**config.mk**
```make
export PLATFORM = sky130hd
export DESIGN_NAME = seven_segment_scan_decoder
export DESIGN_NICKNAME = d
export VERILOG_FILES = /design/src/rtl/seven_segment_scan_decoder.sv
export SDC_FILE = /design/constraint.sdc
export NUM_CORES = 1
export LEC_CHECK = 0
export ABC_AREA = 0
export BUFFER_PORTS_ARGS = -buffer_cell sky130_fd_sc_hd__buf_2
export CAP_MARGIN = 20
export CORE_ASPECT_RATIO = 1.1
export CORE_MARGIN = 2
export CORE_UTILIZATION = 59
export DETAILED_ROUTE_END_ITERATION = 8
export GPL_TIMING_DRIVEN = 0
export PLACE_DENSITY = 0.91
export SLEW_MARGIN = 20
export SYNTH_ARGS = -nofsm -noshare
export SYNTH_HDL_FRONTEND = slang
export SYNTH_SLANG_ARGS = --single-unit
export TNS_END_PERCENT = 30
```
**constraint.sdc**
```tcl
create_clock -name I_CLK -period 2.2 [get_ports I_CLK]
set_input_delay 0.33 -clock I_CLK [delete_from_list [all_inputs] [get_ports I_CLK]]
set_output_delay 0.33 -clock I_CLK [all_outputs]
set_load 0.02 [all_outputs]
```
**src/rtl/seven_segment_scan_decoder.sv**
```systemverilog
`default_nettype none
// ============================================================================
// Module   : seven_segment_scan_decoder
// Purpose  : Reads a multiplexed seven-segment display bus (segment lines
//            plus one-hot digit select), decodes every digit back to a hex
//            nibble, and publishes the full multi-digit value once the same
//            frame has been seen on STABLE_SCANS consecutive scans.
// Ports    : I_CLK          rising-edge clock
//            I_RESET        synchronous active-high reset
//            I_SEGMENTS     segment pattern a..g (MSB..LSB)
//            I_DIGIT_SEL    one-hot digit select, bit k = digit k
//            I_STROBE       segments/select valid this cycle
//            O_VALUE        published value, digit k at [4k+3:4k]
//            O_DIGIT_VALID  per-digit legal-pattern flags of O_VALUE
//            O_VALID        one-cycle pulse when O_VALUE updates
//            O_ERROR        one-cycle pulse on illegal pattern / bad select
// Options  : SEVEN_SEGMENT_ACTIVE_LOW_EN - invert segments before decode
//            (common-anode displays).
// Revision : 1.0 - initial release
// ============================================================================
module seven_segment_scan_decoder #(
    parameter int NUM_DIGITS   = 4,
    parameter int STABLE_SCANS = 2
) (
    input  logic                    I_CLK,
    input  logic                    I_RESET,
    input  logic [6:0]              I_SEGMENTS,
    input  logic [NUM_DIGITS-1:0]   I_DIGIT_SEL,
    input  logic                    I_STROBE,
    output logic [4*NUM_DIGITS-1:0] O_VALUE,
    output logic [NUM_DIGITS-1:0]   O_DIGIT_VALID,
    output logic                    O_VALID,
    output logic                    O_ERROR
);

    localparam int                      c_cnt_w    = $clog2(STABLE_SCANS + 1);
    localparam logic [c_cnt_w-1:0]      c_stable   = c_cnt_w'(STABLE_SCANS);
    localparam logic [c_cnt_w-1:0]      c_cnt_one  = c_cnt_w'(1);
    localparam logic [NUM_DIGITS-1:0]   c_sel_one  = NUM_DIGITS'(1);
    localparam logic [NUM_DIGITS-1:0]   c_all_seen = '1;

    // Returns {legal, nibble}; unknown patterns decode to {0, 4'h0}.
    function automatic logic [4:0] f_decode(input logic [6:0] seg);
        case (seg)
            7'b1111110: f_decode = 5'h10;
            7'b0110000: f_decode = 5'h11;
            7'b1101101: f_decode = 5'h12;
            7'b1111001: f_decode = 5'h13;
            7'b0110011: f_decode = 5'h14;
            7'b1011011: f_decode = 5'h15;
            7'b1011111: f_decode = 5'h16;
            7'b1110000: f_decode = 5'h17;
            7'b1111111: f_decode = 5'h18;
            7'b1111011: f_decode = 5'h19;
            7'b1110111: f_decode = 5'h1A;
            7'b0011111: f_decode = 5'h1B;
            7'b0001101: f_decode = 5'h1C;
            7'b0111101: f_decode = 5'h1D;
            7'b1001111: f_decode = 5'h1E;
            7'b1000111: f_decode = 5'h1F;
            default:    f_decode = 5'h00;
        endcase
    endfunction

    logic [6:0]              w_seg;
    logic [4:0]              w_dec;
    logic [3:0]              w_nib;
    logic                    w_legal;
    logic                    w_one_hot;
    logic                    w_capture;
    logic                    w_frame_done;
    logic [4*NUM_DIGITS-1:0] w_merged_value;
    logic [NUM_DIGITS-1:0]   w_merged_legal;
    logic                    w_same;
    logic [c_cnt_w-1:0]      w_next_cnt;

    // Collect buffer for the frame being scanned
    logic [4*NUM_DIGITS-1:0] r_col_value;
    logic [NUM_DIGITS-1:0]   r_col_legal;
    logic [NUM_DIGITS-1:0]   r_seen;
    // Completed frame awaiting comparison
    logic [4*NUM_DIGITS-1:0] r_cand_value;
    logic [NUM_DIGITS-1:0]   r_cand_legal;
    logic                    r_eval;
    // Reference frame of the current stable run
    logic [4*NUM_DIGITS-1:0] r_prev_value;
    logic [NUM_DIGITS-1:0]   r_prev_legal;
    logic                    r_prev_ok;
    logic [c_cnt_w-1:0]      r_cnt;
    logic                    r_publish;
    // Output registers
    logic [4*NUM_DIGITS-1:0] r_value;
    logic [NUM_DIGITS-1:0]   r_digit_valid;
    logic                    r_valid;
    logic                    r_error;

`ifdef SEVEN_SEGMENT_ACTIVE_LOW_EN
    assign w_seg = ~I_SEGMENTS;
`else
    assign w_seg = I_SEGMENTS;
`endif

    assign w_dec     = f_decode(w_seg);
    assign w_nib     = w_dec[3:0];
    assign w_legal   = w_dec[4];
    assign w_one_hot = (I_DIGIT_SEL != '0) &&
                       ((I_DIGIT_SEL & (I_DIGIT_SEL - c_sel_one)) == '0);
    assign w_capture = I_STROBE && w_one_hot;

    // Buffer contents as they will be after this sample is written; used both
    // for the buffer update and for the candidate copy on frame completion so
    // the completing sample is included.
    always_comb begin
        w_merged_value = r_col_value;
        w_merged_legal = r_col_legal;
        for (int k = 0; k < NUM_DIGITS; k++) begin
            if (I_DIGIT_SEL[k]) begin
                w_merged_value[4*k +: 4] = w_nib;
                w_merged_legal[k]        = w_legal;
            end
        end
    end

    assign w_frame_done = w_capture && ((r_seen | I_DIGIT_SEL) == c_all_seen);

    assign w_same     = r_prev_ok && (r_cand_value == r_prev_value) &&
                        (r_cand_legal == r_prev_legal);
    assign w_next_cnt = !w_same          ? c_cnt_one :
                        (r_cnt == c_stable) ? r_cnt : r_cnt + c_cnt_one;

    always_ff @(posedge I_CLK) begin
        if (I_RESET) begin
            r_col_value   <= '0;
            r_col_legal   <= '0;
            r_seen        <= '0;
            r_cand_value  <= '0;
            r_cand_legal  <= '0;
            r_eval        <= 1'b0;
            r_prev_value  <= '0;
            r_prev_legal  <= '0;
            r_prev_ok     <= 1'b0;
            r_cnt         <= '0;
            r_publish     <= 1'b0;
            r_value       <= '0;
            r_digit_valid <= '0;
            r_valid       <= 1'b0;
            r_error       <= 1'b0;
        end else begin
            // Bad select and illegal pattern both flag; bad select drops sample.
            r_error <= I_STROBE && !(w_one_hot && w_legal);

            if (w_capture) begin
                r_col_value <= w_merged_value;
                r_col_legal <= w_merged_legal;
                r_seen      <= w_frame_done ? '0 : (r_seen | I_DIGIT_SEL);
            end

            r_eval <= w_frame_done;
            if (w_frame_done) begin
                r_cand_value <= w_merged_value;
                r_cand_legal <= w_merged_legal;
            end

            // Compare stage; publish only on the transition into saturation
            // so an unchanged display never pulses again.
            r_publish <= 1'b0;
            if (r_eval) begin
                r_cnt     <= w_next_cnt;
                r_publish <= (w_next_cnt == c_stable) && (r_cnt != c_stable);
                if (!w_same) begin
                    r_prev_value <= r_cand_value;
                    r_prev_legal <= r_cand_legal;
                    r_prev_ok    <= 1'b1;
                end
            end

            // Publish stage; previous already holds the frame that saturated.
            r_valid <= r_publish;
            if (r_publish) begin
                r_value       <= r_prev_value;
                r_digit_valid <= r_prev_legal;
            end
        end
    end

    assign O_VALUE       = r_value;
    assign O_DIGIT_VALID = r_digit_valid;
    assign O_VALID       = r_valid;
    assign O_ERROR       = r_error;

endmodule
`default_nettype wire
```
Yosys cells after proc, flatten, opt, wreduce, memory -nomap -nowiden
Index checks and enable logic that the tools add are counted.
{"block": "totals", "regBits": 91, "input_bits": 14, "output_inout_bits": 22, "wordCells": 68}
{"block": "op_classes", "n_mux": 12, "eq_ne": 22, "addsub": 2, "reduce_logical": 13, "bitwise": 4}
{"cell": "$pmux W5 S16", "n": 1}
{"cell": "$eq A7 B7 Y1 const B", "n": 11}
{"cell": "$eq A7 B6 Y1 const B", "n": 3}
{"cell": "$mux W4", "n": 5}
{"cell": "$eq A16 B16 Y1", "n": 1}
{"cell": "$logic_and A1 B1 Y1", "n": 8}
{"cell": "$eq A7 B4 Y1 const B", "n": 1}
{"cell": "$eq A7 B5 Y1 const B", "n": 1}
{"cell": "$and A4 B4 Y4", "n": 1}
{"cell": "$eq A2 B2 Y1 const B", "n": 2}
{"cell": "$eq A4 B4 Y1", "n": 1}
{"cell": "$eq A4 B4 Y1 const B", "n": 1}
{"cell": "$logic_not A4 Y1", "n": 1}
{"cell": "$mux W1", "n": 4}
{"cell": "$mux W2", "n": 2}
{"cell": "$or A4 B4 Y4", "n": 1}
{"cell": "$reduce_bool A4 Y1", "n": 1}
{"cell": "$sub A4 B1 Y4 const B", "n": 1}
{"cell": "$add A2 B1 Y2 const B", "n": 1}
{"cell": "$ne A2 B2 Y1 const B", "n": 1}
{"cell": "$not A1 Y1", "n": 2}
{"cell": "$reduce_and A2 Y1", "n": 1}
{"cell": "$reduce_or A2 Y1", "n": 1}
{"cell": "$logic_not A1 Y1", "n": 1}

Depth between registers and ports, before layout
Gate-level depths: netlist of run 1.
{"block": "logic_depth", "depth_word": 7, "ltp_mapped": 9, "mapped_depth_nobuf": 5}

Worst setup path before layout of run 1
Ideal clock, no wire load.
{"block": "synth_timing", "path_kind": "register to register", "from": "register r_prev_value[7]", "to": "register r_prev_legal[3]", "path_stages_with_launch": 7, "setup_ns": 0.117, "slack_ns": 0.284, "period_less_slack_ns": 1.916, "required_ns": 2.083, "arrival_ns": 1.799, "path_buffers": 1, "path_cell_list": "dfxtp_1 -> xor2_1 -> nor4_2 -> nand2_1 -> or4_4 -> buf_6 -> a32o_2"}
{"block": "synth_via", "elab_chain_len": 5}
{"element": "from (decl)", "line": "86", "source": "logic [4*NUM_DIGITS-1:0] r_prev_value;"}
{"element": "from (signal assigned)", "line": "171", "source": "r_prev_value <= r_cand_value;"}
{"element": "$eq A16 B16 Y1", "line": "126", "source": "assign w_same = r_prev_ok && (r_cand_value == r_prev_value) &&"}
{"element": "$logic_and A1 B1 Y1 (2 in a row)", "line": "126"}
{"element": "$not A1 Y1 (no line)"}
{"element": "$reduce_and A2 Y1 (no line)"}
{"element": "to (signal assigned)", "line": "172", "source": "r_prev_legal <= r_cand_legal;"}
{"element": "to (decl)", "line": "87", "source": "logic [NUM_DIGITS-1:0] r_prev_legal;"}
No other way between the ends.
A chain may end at the register's enable or synchronous reset.

Final worst setup path of run 1
{"block": "layout_timing", "from": "register r_prev_value[7]", "to": "register r_prev_legal[1]"}
Same word-level chain as after synthesis.

==> qor.csv, run 1 <==
metric,value,unit
htree_levels,3,
start_kind,flop,
yosysSeqAreaShare,0.437,
cts.path.max_buffers,2,
synth_compound_area_frac,0.170,
min_period,2110,ps
end_kind,flop,
die_y,92.2,µm
wire_per_inst,17.0,µm
gpl.final_weighted_congestion,0.903,
path_clk_slew,90,ps
fin_nets,488,
critical-path-top-delay-family,simple AND/OR/NAND/NOR gates,
syn_nets,445,
synth_seq_cells,91,
cts_buffers,9,
worst_pin_slew,842,ps
die_area,7760,µm²
setup_ws,86.8,ps
grt_pass1_vias,3377,
ff_latch_area,1820,µm²
setup_viol,0,
cts.sinks,91,
fin_skew,9.42,ps
ant_nets,0,
postCtsSetupRepairBufs,0,
ctsHoldBuffers,0,
place_hpwl,6750,µm
drc,0,
path_cells,xor2_1 > nor4_2 > nand2_1 > or4_4 > buf_6 > a32o_2,
place_ws,-130,ps
synthAdderAreaFrac,0.00600,
critical_path_class,reg2reg,
fin_crit_sh,0.961,
powerDensity,658,nW/µm²
synthCells,429,
report.final.slew_viol_count,0,
drtIter0Drc,191,
grt_overflow,0,
cp.arrival,2370,ps
hp-class,in2reg,
async_reset_ff_frac,0,
synth_area_per_cell,9.72,µm²
syn_to_final_growth,11.2,%
ir_drop,446,µV
clk_latency,370,ps
start_util,0.602,
grt_pass1_wl,15700,µm
clock-root-buffer,clkbuf_8,
grt_max_degree,17,
critPathBufInv,1,
status,finished clean,
synthMuxAreaShare,0.106,
design_power_total,3050,µW
grt_util_all_layers,0.252,
ioPinCount,36,
cts_tree,built,
placed_cells,546,
rsz0062_at_grt,false,
port_buffers,32,
critPathSlowestCell,or4_4,
fp-row-count,32,
yosys.area_share.simple,0.190,
synthesis.area,4170,µm²
die_w,84.2,µm
antenna_found_initial,0,
cts_resized,0,
crit_fanout,10,
wl,9540,µm
fillCellCount,551,
synth_ff_type,dfxtp_1,
hold_viol,0,
max_freq,473,MHz
cp_slowest_stage_delay,590,ps
cp.required,2460,ps
slew-limit-headroom,0.438,
core,6930,µm²
max-cap-violations,0,
synth_warnings,0,
synth_xor_area_frac,0.0462,
vias,3423,
hold_ws,240,ps
ys_types,57,
diodes,0,
drive_gt1_frac,0.203,
p_leak,0.00192,µW
synth_top_family_by_area,simple AND/OR/NAND/NOR gates,
synth_edf_count,0,
drtPass1Iterations,4,
multi_input_area,2160,µm²
via_per_inst,6.09,
fin_cells,562,
final_cell_mix,"dfxtp_1, mux2i_1, nor2_1",
layout_commonest_cell,dfxtp_1,
## cell families (layout without fill, tap and decap cells)
kind of cell    count (synthesis)  count (layout)
simple gates                  137             137
compound gates                 91              91
flops                          91              91
mux                            44              44
buf+inv                        42              90
xor+xnor                       22              22
fa+ha+maj                       2               2
## area by class of cell
cell class              instances  share of cell area
flip-flops and latches         91               0.393
multi-input cells             296               0.466
clock inverters                 6              0.0157
plain buffers                  33              0.0332
repair buffers                 32              0.0345
inverters                       9             0.00729
well taps                      85              0.0229
clock buffers                  10              0.0275
## registers in the layout, indices dropped and copies added, names as in the netlist
name / count
r_publish: 1
O_VALID: 1
r_cnt: 2
r_prev_value: 16
r_seen: 4
O_DIGIT_VALID: 4
O_VALUE: 16
r_eval: 1
r_prev_ok: 1
r_cand_legal: 4
r_cand_value: 16
r_col_value: 16
r_prev_legal: 4
r_col_legal: 4
O_ERROR: 1
## layer usage
layer  up-vias  track usage  share of wire
met5         -            0              0
met4         0        0.141          0.022
met3        19       0.0261          0.056
met2       121        0.450           0.51
met1      1630        0.291           0.41
li1       1653            -              -
## Yosys cell counts, types with 9 or more instances
cell,count,area (µm²)
dfxtp_1,91,1820
mux2i_1,44,440
nor2_1,44,165
nand2_1,23,86.3
a21oi_1,20,100
a32o_2,17,191
clkbuf_1,17,63.8
o211ai_1,14,105
xor2_1,13,114
o21ai_1,10,50.1
buf_2,9,45.0
or2_2,9,56.3
xnor2_1,9,78.8
## metrics by stage
step / utilization / instance area (µm²) / setup TNS (ps)
final: 0.669 / 4640 / 0
after global routing: 0.669 / 4640 / 0
after CTS: 0.669 / 4640 / 0
after detailed placement: 0.640 / 4440 / -1280
after global placement: 0.640 / 4440 / -412
after floorplan: - / 4170 / 0
## worst register-to-register path, stage by stage (launching register included)
cell	delay, ps
dfxtp_1	360
xor2_1	180
nor4_2	340
nand2_1	120
or4_4	590
buf_6	170
a32o_2	260
## power breakdown
part | leakage (µW) | switching (µW) | internal, µW
Clock | 0.0000975 | 612 | 538
Sequential | 0.000734 | 9.86 | 1660
Combinational | 0.00109 | 153 | 79.7
Total | 0.00192 | 775 | 2280
## worst paths after layout
kind         depth (start not counted)  slack (ps)         endpoint             from
min reg2reg                          1         480        r_seen[2]        r_seen[2]
min                                  2         240          O_ERROR         I_STROBE
max reg2reg                          6          90  r_prev_legal[1]  r_prev_value[7]
max                                  6          90  r_prev_legal[1]  r_prev_value[7]
Power figures use the tool's default switching activity.
==> run 2: changes to the inputs <==
RECOVER_POWER = 100   (was unset)
==> qor.csv, run 2 (synthesized netlist as in run 1, its figures left out) <==
metric,value,unit,change
drtPass1Iterations,5,,was 4
postCtsSetupRepairBufs,0,,unchanged
fp-row-count,32,,unchanged
die_y,92.2,µm,unchanged
hp-class,in2reg,,unchanged
die_area,7760,µm²,unchanged
critPathBufInv,1,,unchanged
report.final.slew_viol_count,0,,unchanged
layout_commonest_cell,dfxtp_1,,unchanged
cp_slowest_stage_delay,590,ps,about the same
drc,0,,unchanged
placed_cells,546,,unchanged
antenna_found_initial,0,,unchanged
ant_nets,0,,unchanged
p_leak,0.00180,µW,was 0.00192 µW
ir_drop,446,µV,about the same
ctsHoldBuffers,0,,unchanged
htree_levels,3,,unchanged
via_per_inst,6.09,,about the same
hold_viol,0,,unchanged
clock-root-buffer,clkbuf_8,,unchanged
start_util,0.602,,unchanged
grt_util_all_layers,0.252,,unchanged
setup_viol,0,,unchanged
core,6930,µm²,unchanged
status,finished clean,,unchanged
fillCellCount,573,,was 551
critPathSlowestCell,or4_4,,unchanged
path_cells,xor2_1 > nor4_2 > nand2_1 > or4_4 > buf_6 > a32o_2,,unchanged
final_cell_mix,"dfxtp_1, clkbuf_1, mux2i_1, nor2_1, nand2_1",,"was dfxtp_1, mux2i_1, nor2_1"
fin_cells,562,,unchanged
vias,3420,,"was 3,423"
syn_to_final_growth,9.72,%,was 11.2%
grt_pass1_wl,15700,µm,unchanged
cp.required,2470,ps,was 2460 ps
place_hpwl,6750,µm,unchanged
path_clk_slew,90,ps,about the same
rsz0062_at_grt,false,,unchanged
fin_crit_sh,0.968,,was 0.961
cts_resized,0,,unchanged
powerDensity,666,nW/µm²,was 658 nW/µm²
start_kind,flop,,unchanged
grt_pass1_vias,3377,,unchanged
fin_nets,488,,unchanged
drtIter0Drc,186,,was 191
placed_cell_area,4440,µm²,unchanged
wire_per_inst,17.1,µm,was 17.0 µm
wl,9590,µm,was 9540 µm
final_cell_area,4570,µm²,was 4640 µm²
drive_gt1_frac,0.143,,was 0.203
slew-limit-headroom,0.393,,was 0.438
port_buffers,32,,unchanged
clk_latency,370,ps,about the same
ioPinCount,36,,unchanged
cts.path.max_buffers,2,,unchanged
grt_max_degree,17,,unchanged
grt_overflow,0,,unchanged
max_freq,470,MHz,was 473 MHz
die_w,84.2,µm,unchanged
min_period,2130,ps,was 2110 ps
cp.arrival,2400,ps,was 2370 ps
end_kind,flop,,unchanged
cts.sinks,91,,unchanged
max-cap-violations,0,,unchanged
critical_path_class,reg2reg,,unchanged
cts_buffers,9,,unchanged
gpl.final_weighted_congestion,0.903,,unchanged
critical-path-top-delay-family,simple AND/OR/NAND/NOR gates,,unchanged
crit_fanout,10,,unchanged
diodes,0,,unchanged
worst_pin_slew,903,ps,was 842 ps
cts_tree,built,,unchanged
fin_skew,8.04,ps,was 9.42 ps
## run 2: worst reg2reg max path, delay by kind of cell (launching register included)
kind	cells	cell delay, ps
buffers and inverters	1	170
AOI/OAI and AO/OA	1	260
and+or+nand+nor	3	1050
xor gates and xnor gates	1	190
DFF	1	360
## run 2: layout make-up
| type | instances | area [µm²] | area share |
|---|---|---|---|
| flip-flops and latches | 91 | 1820 | 0.398 |
| inverters | 9 | 33.8 | 0.00739 |
| repair buffers | 32 | 126 | 0.0276 |
| well taps | 85 | 106 | 0.0232 |
| plain buffers | 33 | 153 | 0.0334 |
| clock buffers | 10 | 128 | 0.0279 |
| multi-input cells | 296 | 2130 | 0.466 |
| clock inverters | 6 | 72.6 | 0.0159 |
## run 2: final timing paths
path	startpoint	cells after the start	end	slack [ps]
min reg2reg	r_seen[2]	1	r_seen[2]	480
max	r_prev_value[7]	6	r_prev_legal[1]	70
max reg2reg	r_prev_value[7]	6	r_prev_legal[1]	70
min	I_STROBE	2	O_ERROR	230
## run 2: metrics by stage
step	power [µW]	setup WS [ps]	setup TNS, ps	util	hold slack (ps)
after CTS	3050	76.7	0	0.669	227
final	3050	70.7	0	0.660	230
after detailed placement	1930	-130	-1280	0.640	455
after floorplan	1870	284	0	-	441
after global placement	1930	-56.0	-412	0.640	449
after global routing	3130	4.86	0	0.660	241
## run 2: metal layers
metal  wire [µm]  vias up  track usage  part of all wire
li1            -     1659            -                 -
met1        4030     1629        0.291              0.42
met2        4810      109        0.450              0.50
met3         497       23       0.0261             0.052
met4         251        0        0.141             0.026
met5           0        -            0                 0
## run 2: report_power, final
| part | leakage (µW) | internal [µW] | switching (µW) | total, µW |
|---|---|---|---|---|
| Clock | 0.0000975 | 537 | 616 | 1150 |
| Sequential | 0.000734 | 1660 | 9.69 | 1670 |
| Combinational | 0.000970 | 76.3 | 148 | 224 |
| Total | 0.00180 | 2270 | 773 | 3050 |
